==> src/rtl/bus_arb_pkg.sv <==
// Shared types and sizing helpers for the memory bus arbiter.
package bus_arb_pkg;

    localparam int unsigned SEL_W = 4;

    typedef enum logic [2:0] {
        IDLE,
        IF_ACC,
        MEM_ACC,
        IF_DONE,
        MEM_DONE
    } state_t;

    // Counter width able to hold values 0..timeout.
    function automatic int unsigned cnt_width(input int unsigned timeout);
        return (timeout < 1) ? 1 : $clog2(timeout + 1);
    endfunction

endpackage

==> src/rtl/bus_timeout_cnt.sv <==
// Wait-cycle counter for one bus access; flags the cycle whose count would reach TIMEOUT.
module bus_timeout_cnt
    import bus_arb_pkg::*;
#(
    parameter int unsigned TIMEOUT = 255
) (
    input  logic clk,
    input  logic rst,
    input  logic clear,
    input  logic enable,
    output logic expired
);

    localparam int unsigned CNT_W = cnt_width(TIMEOUT);

    logic [CNT_W-1:0] cnt;

    always_ff @(posedge clk) begin
        if (rst) begin
            cnt <= '0;
        end else if (clear) begin
            cnt <= '0;
        end else if (enable) begin
            cnt <= cnt + CNT_W'(1);
        end
    end

    // This un-acked cycle is the TIMEOUT-th wait cycle.
    assign expired = enable && (cnt == CNT_W'(TIMEOUT - 1));

endmodule

==> src/rtl/bus_arbiter.sv <==
// Single-port memory bus sequencer: MEM-priority arbitration between fetch and load/store,
// bus handshake with timeout, and per-stage stall requests.
module bus_arbiter
    import bus_arb_pkg::*;
#(
    parameter int unsigned ADDR_W  = 32,
    parameter int unsigned DATA_W  = 32,
    parameter int unsigned TIMEOUT = 255
) (
    input  logic              clk,
    input  logic              rst,
    input  logic              if_req,
    input  logic [ADDR_W-1:0] if_addr,
    input  logic              if_hold,
    input  logic              flush,
    output logic [DATA_W-1:0] if_rdata,
    output logic              if_stallreq,
    input  logic              mem_req,
    input  logic              mem_we,
    input  logic [SEL_W-1:0]  mem_sel,
    input  logic [ADDR_W-1:0] mem_addr,
    input  logic [DATA_W-1:0] mem_wdata,
    input  logic              mem_hold,
    output logic [DATA_W-1:0] mem_rdata,
    output logic              mem_stallreq,
    output logic              bus_req,
    output logic              bus_we,
    output logic [SEL_W-1:0]  bus_sel,
    output logic [ADDR_W-1:0] bus_addr,
    output logic [DATA_W-1:0] bus_wdata,
    input  logic [DATA_W-1:0] bus_rdata,
    input  logic              bus_ack,
    output logic              bus_err
);

    state_t            state, state_next;
    logic              discard, discard_next;
    logic              bus_req_next, bus_we_next, bus_err_next;
    logic [SEL_W-1:0]  bus_sel_next;
    logic [ADDR_W-1:0] bus_addr_next;
    logic [DATA_W-1:0] bus_wdata_next, if_rdata_next, mem_rdata_next;
    logic              in_acc, tmo_expired;

    assign in_acc = (state == IF_ACC) || (state == MEM_ACC);

    bus_timeout_cnt #(
        .TIMEOUT (TIMEOUT)
    ) u_timeout (
        .clk     (clk),
        .rst     (rst),
        .clear   (state == IDLE),
        .enable  (in_acc && !bus_ack),
        .expired (tmo_expired)
    );

    always_ff @(posedge clk) begin
        if (rst) begin
            state     <= IDLE;
            discard   <= 1'b0;
            bus_req   <= 1'b0;
            bus_we    <= 1'b0;
            bus_err   <= 1'b0;
            bus_sel   <= '0;
            bus_addr  <= '0;
            bus_wdata <= '0;
            if_rdata  <= '0;
            mem_rdata <= '0;
        end else begin
            state     <= state_next;
            discard   <= discard_next;
            bus_req   <= bus_req_next;
            bus_we    <= bus_we_next;
            bus_err   <= bus_err_next;
            bus_sel   <= bus_sel_next;
            bus_addr  <= bus_addr_next;
            bus_wdata <= bus_wdata_next;
            if_rdata  <= if_rdata_next;
            mem_rdata <= mem_rdata_next;
        end
    end

    always_comb begin
        state_next     = state;
        discard_next   = discard;
        bus_req_next   = bus_req;
        bus_we_next    = bus_we;
        bus_err_next   = 1'b0;
        bus_sel_next   = bus_sel;
        bus_addr_next  = bus_addr;
        bus_wdata_next = bus_wdata;
        if_rdata_next  = if_rdata;
        mem_rdata_next = mem_rdata;

        case (state)
            IDLE: begin
                if (mem_req) begin
                    state_next     = MEM_ACC;
                    bus_req_next   = 1'b1;
                    bus_we_next    = mem_we;
                    bus_sel_next   = mem_sel;
                    bus_addr_next  = mem_addr;
                    bus_wdata_next = mem_wdata;
                end else if (if_req && !flush) begin
                    state_next     = IF_ACC;
                    discard_next   = 1'b0;
                    bus_req_next   = 1'b1;
                    bus_we_next    = 1'b0;
                    bus_sel_next   = '1;
                    bus_addr_next  = if_addr;
                    bus_wdata_next = '0;
                end
            end

            IF_ACC: begin
                discard_next = discard || flush;
                if (bus_ack || tmo_expired) begin
                    bus_req_next = 1'b0;
                    bus_we_next  = 1'b0;
                    bus_err_next = !bus_ack;
                    discard_next = 1'b0;
                    // A flushed fetch is dropped even if its data arrives this cycle.
                    if (discard || flush) begin
                        state_next = IDLE;
                    end else begin
                        state_next    = IF_DONE;
                        if_rdata_next = bus_ack ? bus_rdata : '0;
                    end
                end
            end

            MEM_ACC: begin
                if (bus_ack || tmo_expired) begin
                    state_next     = MEM_DONE;
                    bus_req_next   = 1'b0;
                    bus_we_next    = 1'b0;
                    bus_err_next   = !bus_ack;
                    mem_rdata_next = bus_ack ? bus_rdata : '0;
                end
            end

            IF_DONE: begin
                if (flush || !if_hold) begin
                    state_next = IDLE;
                end
            end

            MEM_DONE: begin
                if (!mem_hold) begin
                    state_next = IDLE;
                end
            end

            default: begin
                state_next = IDLE;
            end
        endcase
    end

    // Stall until the requester's data has been presented in its DONE state.
    assign if_stallreq  = if_req  && (state != IF_DONE);
    assign mem_stallreq = mem_req && (state != MEM_DONE);

endmodule

==> config.mk <==
export PLATFORM = sky130hd
export DESIGN_NAME = bus_arbiter
export DESIGN_NICKNAME = d
export VERILOG_FILES = /design/src/rtl/bus_arb_pkg.sv /design/src/rtl/bus_timeout_cnt.sv /design/src/rtl/bus_arbiter.sv
export SDC_FILE = /design/constraint.sdc
export NUM_CORES = 1
export LEC_CHECK = 0
export BUFFER_PORTS_ARGS = -buffer_cell sky130_fd_sc_hd__buf_2
export CORE_AREA = 10 10 119 147
export CTS_BUF_LIST = sky130_fd_sc_hd__clkbuf_4 sky130_fd_sc_hd__clkbuf_8
export CTS_CLUSTER_SIZE = 40
export DETAILED_ROUTE_END_ITERATION = 7
export DIE_AREA = 0 0 129 157
export PLACE_DENSITY = 0.73
export SLEW_MARGIN = 40
export SYNTH_ARGS = -nofsm -noshare
export SYNTH_HDL_FRONTEND = slang
export SYNTH_SLANG_ARGS = --single-unit
==> constraint.sdc <==
create_clock -name clk -period 1.6 [get_ports clk]
set_input_delay 0.16 -clock clk [delete_from_list [all_inputs] [get_ports clk]]
set_output_delay 0.16 -clock clk [all_outputs]
set_load 0.01 [all_outputs]
== Yosys cells after proc, flatten, opt, wreduce, memory -nomap -nowiden ==
Index checks and enable logic that the tools add are counted.

* $add $sub $neg: 1
* $mul: 0
* Divide/modulo/power cells: 0
* $lt $le $gt $ge: 0
* Equal/unequal tests: 15
* Shift-type cells: 0
* Multiplexer cells: 25
* Bitwise operators: 3
* Reductions and logical operators: 25

{| class="wikitable"
|+ Operators by type and width
! operator !! number
|-
| $mux W32 || 5
|-
| $mux W3 || 6
|-
| $pmux W3 S5 || 1
|-
| $reduce_and A3 Y1 || 3
|-
| $add A8 B1 Y8 const B || 1
|-
| $eq A8 B8 Y1 const B || 1
|-
| $mux W4 || 2
|-
| $ne A2 B2 Y1 const B || 4
|-
| $mux W1 || 7
|-
| $eq A3 B2 Y1 const B || 2
|-
| $ne A2 B1 Y1 const B || 3
|-
| $ne A3 B3 Y1 const B || 2
|-
| $pmux W1 S2 || 3
|-
| $reduce_bool A2 Y1 || 3
|-
| $logic_and A1 B1 Y1 || 5
|-
| $reduce_and A5 Y1 || 1
|-
| $logic_or A1 B1 Y1 || 4
|-
| $reduce_and A2 Y1 || 2
|-
| $reduce_or A2 Y1 || 2
|-
| $eq A3 B1 Y1 const B || 1
|-
| $eq A3 B3 Y1 const B || 1
|-
| $logic_not A1 Y1 || 3
|-
| $logic_not A3 Y1 || 1
|-
| $ne A3 B2 Y1 const B || 1
|-
| other kinds (3) || 5
|}

* Register bits after elaboration: 147
* Bits in latches: 0
* Memory bits (writable): 0
* Bits in read-only memories: 0
* Bits of input ports: 141
* Output and inout bits: 137
* Word-level logic and storage cells: 80
* Memories kept: 0

== Longest topological paths before layout ==
Gate-level depths: netlist of run 1.

* Depth in word-level cells: 7
* Mapped depth: 7
* Mapped depth without buffers: 6

== Hierarchy ==
Synthesis of run 1 repeated with hierarchy kept, for this count alone.

* Cell total of the unflattened synthesis: 584
* Area total of the unflattened synthesis: 5614.1 um2

{| class="wikitable"
|+ By module, submodules not included
! module !! instances !! cells an instance !! area an instance (um2) !! sequential area each (um2)
|-
| bus_arbiter || 1 || 542 || 5236.3 || 2782.7
|-
| bus_timeout_cnt || 1 || 42 || 377.9 || 160.2
|}

== Worst setup path after synthesis of run 1 ==
No wires, ideal clock.

* Path type: reg-to-reg
* Start: register u_timeout.cnt[0]
* End: register mem_rdata[24]
* Library setup time: 0.070 ns
* Arrival time: 1.559 ns
* Required time: 1.530 ns
* Slack: -0.029 ns
* Cell stages (with the launch flop): 8
* Buffers on the path: 1
* Clock period less this slack: 1.629 ns
* Path through: dfxtp_1 > inv_1 > ha_1 > and3_1 > a41oi_1 > clkbuf_1 > o21ai_0 > a21oi_1

* Word-level cells in the longest chain between the ends: 4

{| class="wikitable"
|+ Ends and longest elaborated chain
! element !! RTL line !! RTL
|-
| start, declared || bus_timeout_cnt.sv:16 || <nowiki>logic [CNT_W-1:0] cnt;</nowiki>
|-
| start signal, assigned || bus_timeout_cnt.sv:24 || <nowiki>cnt <= cnt + CNT_W'(1);</nowiki>
|-
| $eq A8 B8 Y1 || bus_timeout_cnt.sv:29 || <nowiki>assign expired = enable && (cnt == CNT_W'(TIMEOUT - 1));</nowiki>
|-
| $logic_and A1 B1 Y1 || bus_timeout_cnt.sv:29 ||
|-
| $logic_or A1 B1 Y1 || bus_arbiter.sv:132 || <nowiki>if (bus_ack || tmo_expired) begin</nowiki>
|-
| $reduce_and A2 Y1 (no line) || n/a ||
|-
| end signal, assigned || bus_arbiter.sv:78 || <nowiki>mem_rdata <= mem_rdata_next;</nowiki>
|-
| end, declared || bus_arbiter.sv:24 || <nowiki>output logic [DATA_W-1:0] mem_rdata,</nowiki>
|}

No other way between the ends.
A chain may end at the register's enable or synchronous reset.

== Final worst setup path of run 1 ==
* Start: register u_timeout.cnt[0]
* End: register state[2]

* Word-level cells in the longest chain between the ends: 5
* Elaborated cells between the ends (all ways): 6
* Those cells by class: eq/ne: 3; reduce/logical: 3

{| class="wikitable"
|+ Ends and longest elaborated chain
! element !! RTL line !! RTL
|-
| $eq A8 B8 Y1 * || bus_timeout_cnt.sv:29 ||
|-
| $logic_and A1 B1 Y1 * || bus_timeout_cnt.sv:29 ||
|-
| $logic_or A1 B1 Y1 * || bus_arbiter.sv:116, bus_arbiter.sv:132 ||
|-
| $ne A2 B1 Y1 (no line) || n/a ||
|-
| $reduce_and A5 Y1 (no line) * || n/a ||
|-
| end signal, assigned || bus_arbiter.sv:69 || <nowiki>state <= state_next;</nowiki>
|-
| end, declared || bus_arbiter.sv:36 || <nowiki>state_t state, state_next;</nowiki>
|}

Mark *: on every way between the ends. The rest lies on a longest branch, timed or not.

==> flow_metrics.tcl, run 1 <==
set metrics [dict create \
    status "finished clean" \
    via_per_inst 5.25 \
    rows 50 \
    vias 6282 \
    fin_crit_ns 1.58 \
    drc_errors 0 \
    async_reset_ff_share_pct 0 \
    drv_slew 0 \
    die_h_um 157 \
    synth_ff_type "dfxtp_1" \
    syn_to_final_growth_pct 56.4 \
    dp_hpwl_mm 13.8 \
    dieArea_mm2 0.0203 \
    drtAntennaViolNets 0 \
    cts_buffers 17 \
    drt_iter0_drc 561 \
    leakagePower_nw 4.09 \
    synthesis.area_mm2 0.00574 \
    cts-root-buf "clkbuf_8" \
    pre_cts_slack_ns 0.00121 \
    first_global_vias 6218 \
    ir_drop_mv 0.759 \
    nets 1140 \
    antenna_found_initial 3 \
    tns_ns 0 \
    startpoint_type "flip-flop" \
    drive_gt1_share_pct 38.4 \
    clk_latency_ns 0.45 \
    drt_wl_total_mm 21.5 \
    cts_buffer_depth 2 \
    gp_congestion 0.798 \
    yosysUniqueCellTypes 41 \
    tightest_slew_ns 0.558 \
    cts_tree "yes" \
    drv_cap 0 \
    place_inst 1079 \
    rsz0062_at_grt "true" \
    globalRouteOverflowTotal 0 \
    arrival_ns 1.89 \
    criticalPathCategory "reg -> reg" \
    ios 278 \
    period_share_pct 98.9 \
    path_max_fanout 8 \
    synth_seq_area_share_pct 51.2 \
    die_x_um 129 \
    portBuffers 277 \
    synth_edf_count 0 \
    relSlewSlack_pct 62.8 \
    fin_cells 1197 \
    start_util_pct 38.9 \
    fin_ws_ns 0.0170 \
    wire_per_inst_um 17.9 \
    setup_viol 0 \
    drtPass1Iterations 5 \
    core_mm2 0.0148 \
    max_freq_mhz 632 \
    ctsHtreeMaxLevel 4 \
    hp-class "in -> reg" \
    syn_area_per_cell_um2 8.90 \
    grt_pass1_wl_mm 31.0 \
    cts.sinks 147 \
    worstPathRequired_ns 1.91 \
    end_kind "flip-flop" \
    hold_viol_final 0 \
    clkSlewWorstSetupHoldPaths_ns 0.08 \
    track_usage_pct 19.0 \
    yosys_register_bits 147 \
    postSynthCellCount 645 \
    postLayoutCoreUtil_pct 60.8 \
    skew_ns 0.0177 \
    power_density_mw_per_mm2 1400 \
    syn_nets 788 \
    ys_warn_count 0 \
    grt_max_degree 82 \
]
==> worst max-delay path: stages (launching register included) <==
cell and delay [ns]:
dfxtp_2 0.34, inv_2 0.03, ha_2 0.16, and3_4 0.17, buf_6 0.12, a41oi_4 0.15, buf_12 0.16, clkbuf_16 0.16
o21a_1 0.12, nor2_1 0.04
==> sequential cells by signal (all words and copies together), names as in the netlist <==
register       count
bus_addr          32
bus_wdata         32
if_rdata          32
mem_rdata         32
u_timeout.cnt      8
bus_sel            4
state              3
bus_err            1
bus_req            1
bus_we             1
discard            1
==> final timing paths <==
| check | start | end | slack [ns] | cells past startpoint |
|---|---|---|---|---|
| setup reg to reg | u_timeout.cnt[0] | state[2] | 0.02 | 9 |
| hold / removal | mem_we | bus_we | 0.04 | 3 |
| setup / recovery | u_timeout.cnt[0] | state[2] | 0.02 | 9 |
| hold reg to reg | mem_rdata[21] | mem_rdata[21] | 0.46 | 2 |
==> stage by stage <==
stage	hold slack [ns]	instance area [um^2]	total power, mW
finish	0.0407	8980	12.6
global route	0.0157	8970	13.3
CTS	0.0142	8650	12.2
detailed placement	0.402	7550	9.15
global placement	0.392	7550	9.08
floorplan	0.303	5750	7.17
==> kinds of logic (layout without fill, tap and decap cells) <==
group           Yosys count  count (layout)  share of synthesized area (%)
other cells               0               5                              0
simple gates            179             179                           14.4
buf+inv                  63             428                           4.40
mux                      33              33                           5.77
fa+ha+maj                 2               2                          0.436
compound gates          213             213                           22.4
xor+xnor                  8               8                           1.35
flops                   147             147                           51.2
==> cell type report <==
cell class,instances,area [um^2]
Fill cell,1243,5780
Tap cell,182,228
Inverter,3,11.3
Timing Repair Buffer,393,2720
Multi-Input combinational cell,435,2660
Clock buffer,19,255
Clock inverter,13,133
Antenna cell,5,12.5
Sequential cell,147,2950
==> placed cells by master (no fill, tap or decap), types with 7 or more instances in the layout <==
cell | Yosys | layout
buf_6 | 0 | 7
nor2_1 | 80 | 79
o21ai_0 | 64 | 11
mux2i_1 | 32 | 32
a22oi_1 | 32 | 32
dfxtp_1 | 147 | 141
buf_2 | 13 | 275
buf_4 | 0 | 23
clkbuf_8 | 0 | 18
dlygate4sd3_1 | 0 | 69
a211oi_1 | 33 | 33
o21ai_1 | 1 | 49
nand3_1 | 67 | 67
buf_12 | 0 | 14
a21oi_1 | 67 | 66
==> power by group <==
part | leakage [nW] | internal, mW | switching, mW | total [mW]
Sequential | 1.20 | 4.35 | 0.360 | 4.72
Combinational | 2.68 | 2.22 | 2.74 | 4.96
Clock | 0.203 | 1.44 | 1.44 | 2.88
==> cell usage after synthesis, types with 6 or more instances <==
cell type	number	area share, %
a22oi_1	32	4.2
dfxtp_1	147	51
a21oi_1	67	5.8
nor2_1	80	5.2
nand3_1	67	5.8
xor2_1	6	0.92
mux2i_1	32	5.6
a211oi_1	33	4.3
buf_2	13	1.1
o21ai_0	64	5.6
clkbuf_1	46	3.0
==> layer usage <==
layer | vias up | wire, um | GRT usage [%] | part of all wire (%)
met1 | 2921 | 8010 | 19.9 | 37
met4 | 2 | 637 | 8.95 | 3.0
met3 | 46 | 1780 | 7.40 | 8.3
met5 | - | 13 | 0 | 0.061
li1 | 3031 | - | - | -
met2 | 282 | 11000 | 32.6 | 51
==> repair_timing <==
action	CTS	global route
gates cloned	0	7
hold buffers	69	0
buffers inserted	0	5
endpoints found under the setup margin	11	104
resized for setup	6	75
endpoints found under the hold margin	100	0
pin swaps	0	41
(Power assumes the default switching activity.)
==> run 2, diff against run 1 <==
--- a/config.mk
+++ b/config.mk
@@ -13,4 +13,5 @@
 export DIE_AREA = 0 0 129 157
 export PLACE_DENSITY = 0.73
+export RECOVER_POWER = 100
 export SLEW_MARGIN = 40
 export SYNTH_ARGS = -nofsm -noshare
==> constraint.sdc (replaced) <==
create_clock -name clk -period 1.6 [get_ports clk]
set_input_delay 0.16 -clock clk [delete_from_list [all_inputs] [get_ports clk]]
set_output_delay 0.16 -clock clk [all_outputs]
set_load 0.05 [all_outputs]
==> run 2 against run 1 <==
  * Flip-flop and latch count is the same
  * Fmax decreased by 3.7%
  * Largest power group unchanged
  * The flow now finishes with violations (setup timing)
  * Clock power rose by 8.0%
  * Die area is the same
  * Setup slack worse by 0.061 ns
  * Global-route usage increased by 0.15 points
  * Cell area is 0.78% lower
==> flow_metrics.tcl, run 2 (same netlist as run 1, synthesis figures left out) <==
set metrics [dict create \
    clk_latency_ns 0.44 \
    worstPathRequired_ns 1.96 \
    relSlewSlack_pct 56.7 \
    rsz0062_at_grt "true" \
    cp_slowest_stage_delay_ns 0.34 \
    core_mm2 0.0148 \
    wire_per_inst_um 17.7 \
    nets 1139 \
    hold_viol_final 0 \
    status "complete, but fails checks" \
    fillers 1313 \
    cts_buffer_depth 2 \
    hold_path_depth 3 \
    cts_tree "yes" \
    pwr-share-seq_pct 32.7 \
    fin_cells 1197 \
    hold_path_startpoint "mem_we" \
    die_h_um 157 \
    via_per_inst 5.26 \
    path_max_fanout 8 \
    first_global_vias 6267 \
    cts-root-buf "clkbuf_8" \
    drc_errors 0 \
    pwr-share-comb_pct 45.9 \
    dieArea_mm2 0.0203 \
    grt_max_degree 81 \
    die_x_um 129 \
    clockPowerShare_pct 21.4 \
    cp_cell_sequence "inv_2 > ha_2 > and3_4 > buf_6 > a21oi_4 > clkbuf_16 > o21ai_1 > a21oi_1" \
    violations "setup timing" \
    ir_drop_mv 1.01 \
    fin_ws_ns -0.0439 \
    vias 6301 \
    p_sw_share_pct 44.6 \
    register_area_mm2 0.00296 \
    arrival_ns 2.01 \
    ctsHtreeMaxLevel 4 \
    place_inst 1080 \
    hp-class "in -> reg" \
    r2r_cells 8 \
    layout_commonest_cell "dfxtp_1" \
    drt_iter0_drc 431 \
    place_area_mm2 0.00754 \
    max_freq_mhz 608 \
    drv_cap 0 \
    drv_slew 0 \
    p_sw_mw 6.50 \
    multi_input_area_mm2 0.00274 \
    leakagePower_nw 3.64 \
    portBuffers 277 \
    criticalPathCategory "reg -> reg" \
    gp_congestion 0.824 \
    tightest_slew_ns 0.653 \
    hold_path_end "bus_we" \
    antenna_found_initial 1 \
    syn_to_final_growth_pct 55.1 \
    cts_buffers 17 \
    period_share_pct 103 \
    p_int_mw 8.06 \
    r2r_start "u_timeout.cnt[0]" \
    reg2reg_slack_ns -0.04 \
    r2r-end "if_rdata[8]" \
    cts.sinks 147 \
    end_kind "flip-flop" \
    setup_viol 2 \
    drtAntennaViolNets 0 \
    ios 278 \
    track_usage_pct 19.1 \
    grt_pass1_wl_mm 31.5 \
    clkSlewWorstSetupHoldPaths_ns 0.09 \
    dp_hpwl_mm 14.1 \
    crit_slowest_cell "dfxtp_2" \
    startpoint_type "flip-flop" \
    fin_crit_ns 1.64 \
    skew_ns 0.0140 \
    start_util_pct 38.9 \
    rows 50 \
    mostFrequentLayoutCells "143 x dfxtp_1, 140 x buf_2, 101 x clkbuf_1" \
    fin_area_mm2 0.00891 \
    drive_gt1_share_pct 29.6 \
    power_density_mw_per_mm2 1630 \
    drtPass1Iterations 5 \
    globalRouteOverflowTotal 0 \
    drt_wl_total_mm 21.2 \
]
==> run 2: cell count changes in the layout (fill, tap and decap cells not counted), moves of 4 or more <==
cell and change:
o21ai_1 -4, clkbuf_2 +33, a21oi_1 -5, buf_12 -5
buf_2 -135, o21ai_2 +5, clkinv_2 -4, clkbuf_1 +101
a21oi_2 +5, dfxtp_2 -4
==> run 2: layer usage <==
metal / share of wire (%) / track usage, % / up-vias
met4: 1.8 / 7.16 / 0
li1: - / - / 3036
met5: 0 / 0 / -
met2: 52 / 33.4 / 274
met1: 37 / 20.5 / 2960
met3: 8.8 / 7.14 / 31
==> run 2: final cells by class <==
class	instances	share of cell area (%)
clock buffer	21	3.17
timing repair buffer	392	28.3
sequential	147	33.2
inverter	3	0.126
multi-input combinational	435	30.8
tap	182	2.56
clock inverter	11	1.69
antenna	6	0.169
==> run 2: worst max-delay path by stage <==
| stage | cells past startpoint | end | from | slack (ns) |
|---|---|---|---|---|
| 2_1_floorplan | 6 | bus_addr[9] | state[0] | 0.004 |
| 3_3_place_gp | 6 | bus_addr[3] | state[0] | -0.02 |
| 3_5_place_dp | 6 | bus_addr[16] | state[0] | -0.1 |
| 4_1_cts | 8 | mem_rdata[0] | u_timeout.cnt[0] | -0.02 |
| 5_1_grt | 8 | if_rdata[8] | u_timeout.cnt[0] | -0.09 |
| 6_report | 8 | if_rdata[8] | u_timeout.cnt[0] | -0.04 |
==> run 2: critical path, delay by kind of cell, from the launching register on <==
kind	cells	cell delay, ns
compound gates	3	0.51
fa+ha+maj	1	0.16
buf+inv	3	0.38
flops	1	0.34
simple gates	1	0.17
==> run 2: repair_timing <==
item / in CTS / in global routing
pin swaps: 1 / 42
endpoints found under the setup margin: 36 / 91
gates cloned: 1 / 6
endpoints found under the hold margin: 99 / 0
hold buffers: 68 / 0
setup buffers: 1 / 4
gates resized for setup: 13 / 94
==> run 2: power by group through the flow <==
stage	Sequential [mW]	Combinational [mW]	Clock, mW
CTS	4.71	6.58	3.20
floorplan	6.99	2.12	0
global placement	4.75	6.19	0
detailed placement	4.78	6.23	0
global route	4.85	7.13	3.33
finish	4.76	6.68	3.11
==> run 2: metrics by stage <==
step | hold WS, ns | setup TNS, ns | power, mW | utilization [%] | setup slack (ns)
6_report | 0.0539 | -0.0550 | 14.6 | 60.3 | -0.0439
5_1_grt | 0.0392 | -1.67 | 15.3 | 60.3 | -0.0879
4_1_cts | 0.0241 | -0.0579 | 14.5 | 59.2 | -0.0195
3_5_place_dp | 0.401 | -0.957 | 11.0 | 51.1 | -0.0967
3_3_place_gp | 0.387 | -0.300 | 10.9 | 51.1 | -0.0237
2_1_floorplan | 0.303 | 0 | 9.11 | - | 0.00410
==> run 3, diff against run 2 <==
BUFFER_PORTS_ARGS = -buffer_cell sky130_fd_sc_hd__buf_4   (was -buffer_cell sky130_fd_sc_hd__buf_2)
CELL_PAD_IN_SITES_DETAIL_PLACEMENT = 1   (was unset)
CELL_PAD_IN_SITES_GLOBAL_PLACEMENT = 1   (was unset)
CORE_AREA = 10 10 133 166   (was 10 10 119 147)
DIE_AREA = 0 0 143 176   (was 0 0 129 157)
PLACE_DENSITY = unset   (was 0.73)
PLACE_DENSITY_LB_ADDON = 0.1   (was unset)
==> run 3 against run 2 <==
  * The flow still finishes with violations (setup timing)
  * Via count is 1.5% higher
  * Fmax rose by 1.5%
  * Combinational power is 9.1% higher
  * Count of clock-buffer cells in the layout unchanged
  * Die area increased by 24%
  * Cell count rose by 3.9%
  * Global-route usage rose by 0.38 points
  * Setup slack improved by 0.024 ns
  * Critical path type unchanged
  * Critical endpoint is now mem_rdata[15]
==> flow_metrics.tcl, run 3 (same netlist as run 1, synthesis figures left out) <==
set metrics [dict create \
    rsz0062_at_grt "true" \
    rows 57 \
    clkSlewWorstSetupHoldPaths_ns 0.09 \
    register_area_mm2 0.00296 \
    tightest_slew_ns 0.642 \
    hold_path_startpoint "if_addr[4]" \
    r2r-end "mem_rdata[15]" \
    violations "setup timing" \
    path_max_fanout 8 \
    hold_viol_final 0 \
    pre_cts_slack_ns -0.108 \
    antenna_found_initial 0 \
    cts_buffers 17 \
    max_freq_mhz 617 \
    portBuffers 277 \
    ios 278 \
    hold_path_end "bus_addr[4]" \
    fin_ws_ns -0.0197 \
    multi_input_area_mm2 0.00302 \
    tns_ns -0.0349 \
    vias 6394 \
    leakagePower_nw 4.13 \
    core_mm2 0.0190 \
    syn_to_final_growth_pct 69.5 \
    place_area_mm2 0.00831 \
    clk_latency_ns 0.46 \
    first_global_vias 6941 \
    status "complete, but fails checks" \
    gp_congestion 0.770 \
    drtAntennaViolNets 0 \
    skew_ns 0.0124 \
    period_share_pct 101 \
    fin_area_mm2 0.00974 \
    fillers 2125 \
    postLayoutCoreUtil_pct 51.1 \
    cts.sinks 147 \
    mostFrequentLayoutCells "158 x buf_4, 142 x dfxtp_1, 136 x clkbuf_2" \
    start_util_pct 30.2 \
    drt_iter0_drc 213 \
    drt_wl_total_mm 26.2 \
    wire_per_inst_um 21.0 \
    drtPass1Iterations 4 \
    num_antenna_cells 0 \
    arrival_ns 1.95 \
    hold_path_depth 3 \
    cts_tree "yes" \
    drc_errors 0 \
    cts-root-buf "clkbuf_8" \
    ctsHtreeMaxLevel 4 \
    track_usage_pct 19.5 \
    grt_pass1_wl_mm 38.8 \
    criticalPathCategory "reg -> reg" \
    r2r_cells 9 \
    relSlewSlack_pct 57.2 \
    die_h_um 176 \
    power_density_mw_per_mm2 1550 \
    drv_cap 0 \
    via_per_inst 5.14 \
    worstPathRequired_ns 1.93 \
    ir_drop_mv 0.657 \
    r2r_start "u_timeout.cnt[0]" \
    grt_max_degree 96 \
    globalRouteOverflowTotal 0 \
    hp-class "in -> reg" \
    end_kind "flip-flop" \
    dieArea_mm2 0.0252 \
    die_x_um 143 \
    layout_commonest_cell "buf_4" \
    dp_hpwl_mm 17.5 \
    nets 1138 \
    drive_gt1_share_pct 44.7 \
    startpoint_type "flip-flop" \
    fin_crit_ns 1.62 \
    drv_slew 0 \
    cts_buffer_depth 2 \
    setup_viol 3 \
    reg2reg_slack_ns -0.02 \
]
[run 3: cell type report]
cell class | instances | share of cell area, %
Clock buffer | 21 | 2.84
Tap cell | 236 | 3.03
Sequential cell | 147 | 30.4
Multi-Input combinational cell | 435 | 31.0
Inverter | 3 | 0.116
Timing Repair Buffer | 391 | 31.3
Clock inverter | 11 | 1.31
[run 3: metal layers]
layer  vias up  GRT usage (%)  wire (um)
met3        36           8.79       2400
met4         0           6.33        549
li1       3035              -          -
met1      3082           19.6       9480
met5         -              0          0
met2       241           35.0      13700
[run 3: per-stage QoR]
| stage | hold slack, ns | power [mW] | std cells |
|---|---|---|---|
| finish | 0.0397 | 15.1 | 1244 |
| global route | 0.0271 | 15.9 | 1244 |
| CTS | 0.0135 | 15.1 | 1235 |
| detailed placement | 0.406 | 11.8 | 1132 |
| global placement | 0.389 | 11.6 | 1132 |
| floorplan | 0.303 | 9.11 | 645 |
[run 3: how the worst max path moves through the flow]
stage / from / endpoint / slack [ns]
finish: u_timeout.cnt[0] / mem_rdata[15] / -0.02
global route: u_timeout.cnt[0] / mem_rdata[23] / -0.07
CTS: u_timeout.cnt[0] / mem_rdata[25] / -0.05
detailed placement: u_timeout.cnt[0] / discard / -0.11
global placement: u_timeout.cnt[0] / state[1] / -0.02
floorplan: state[0] / bus_addr[9] / 0.004
[run 3: where the power goes]
part	total, mW	switching [mW]	internal (mW)
registers	4.84	0.475	4.36
clock network	3.01	1.49	1.51
logic	7.29	4.98	2.30
[run 3: worst max-delay path, cell delays in order (launching register included)]
cell and delay (ns):
dfxtp_2 0.33, inv_2 0.06, ha_4 0.12, and3_4 0.20, buf_6 0.11, a41oi_4 0.11, buf_12 0.17, clkbuf_16 0.17
o21ai_2 0.14, a21oi_2 0.07
[run 3: timing repair]
action	CTS	global route
hold endpoints to repair	99	0
setup endpoints to repair	64	112
hold buffers	69	0
pin swaps	9	29
setup buffers	2	5
gates cloned	1	5
resized for setup	23	150
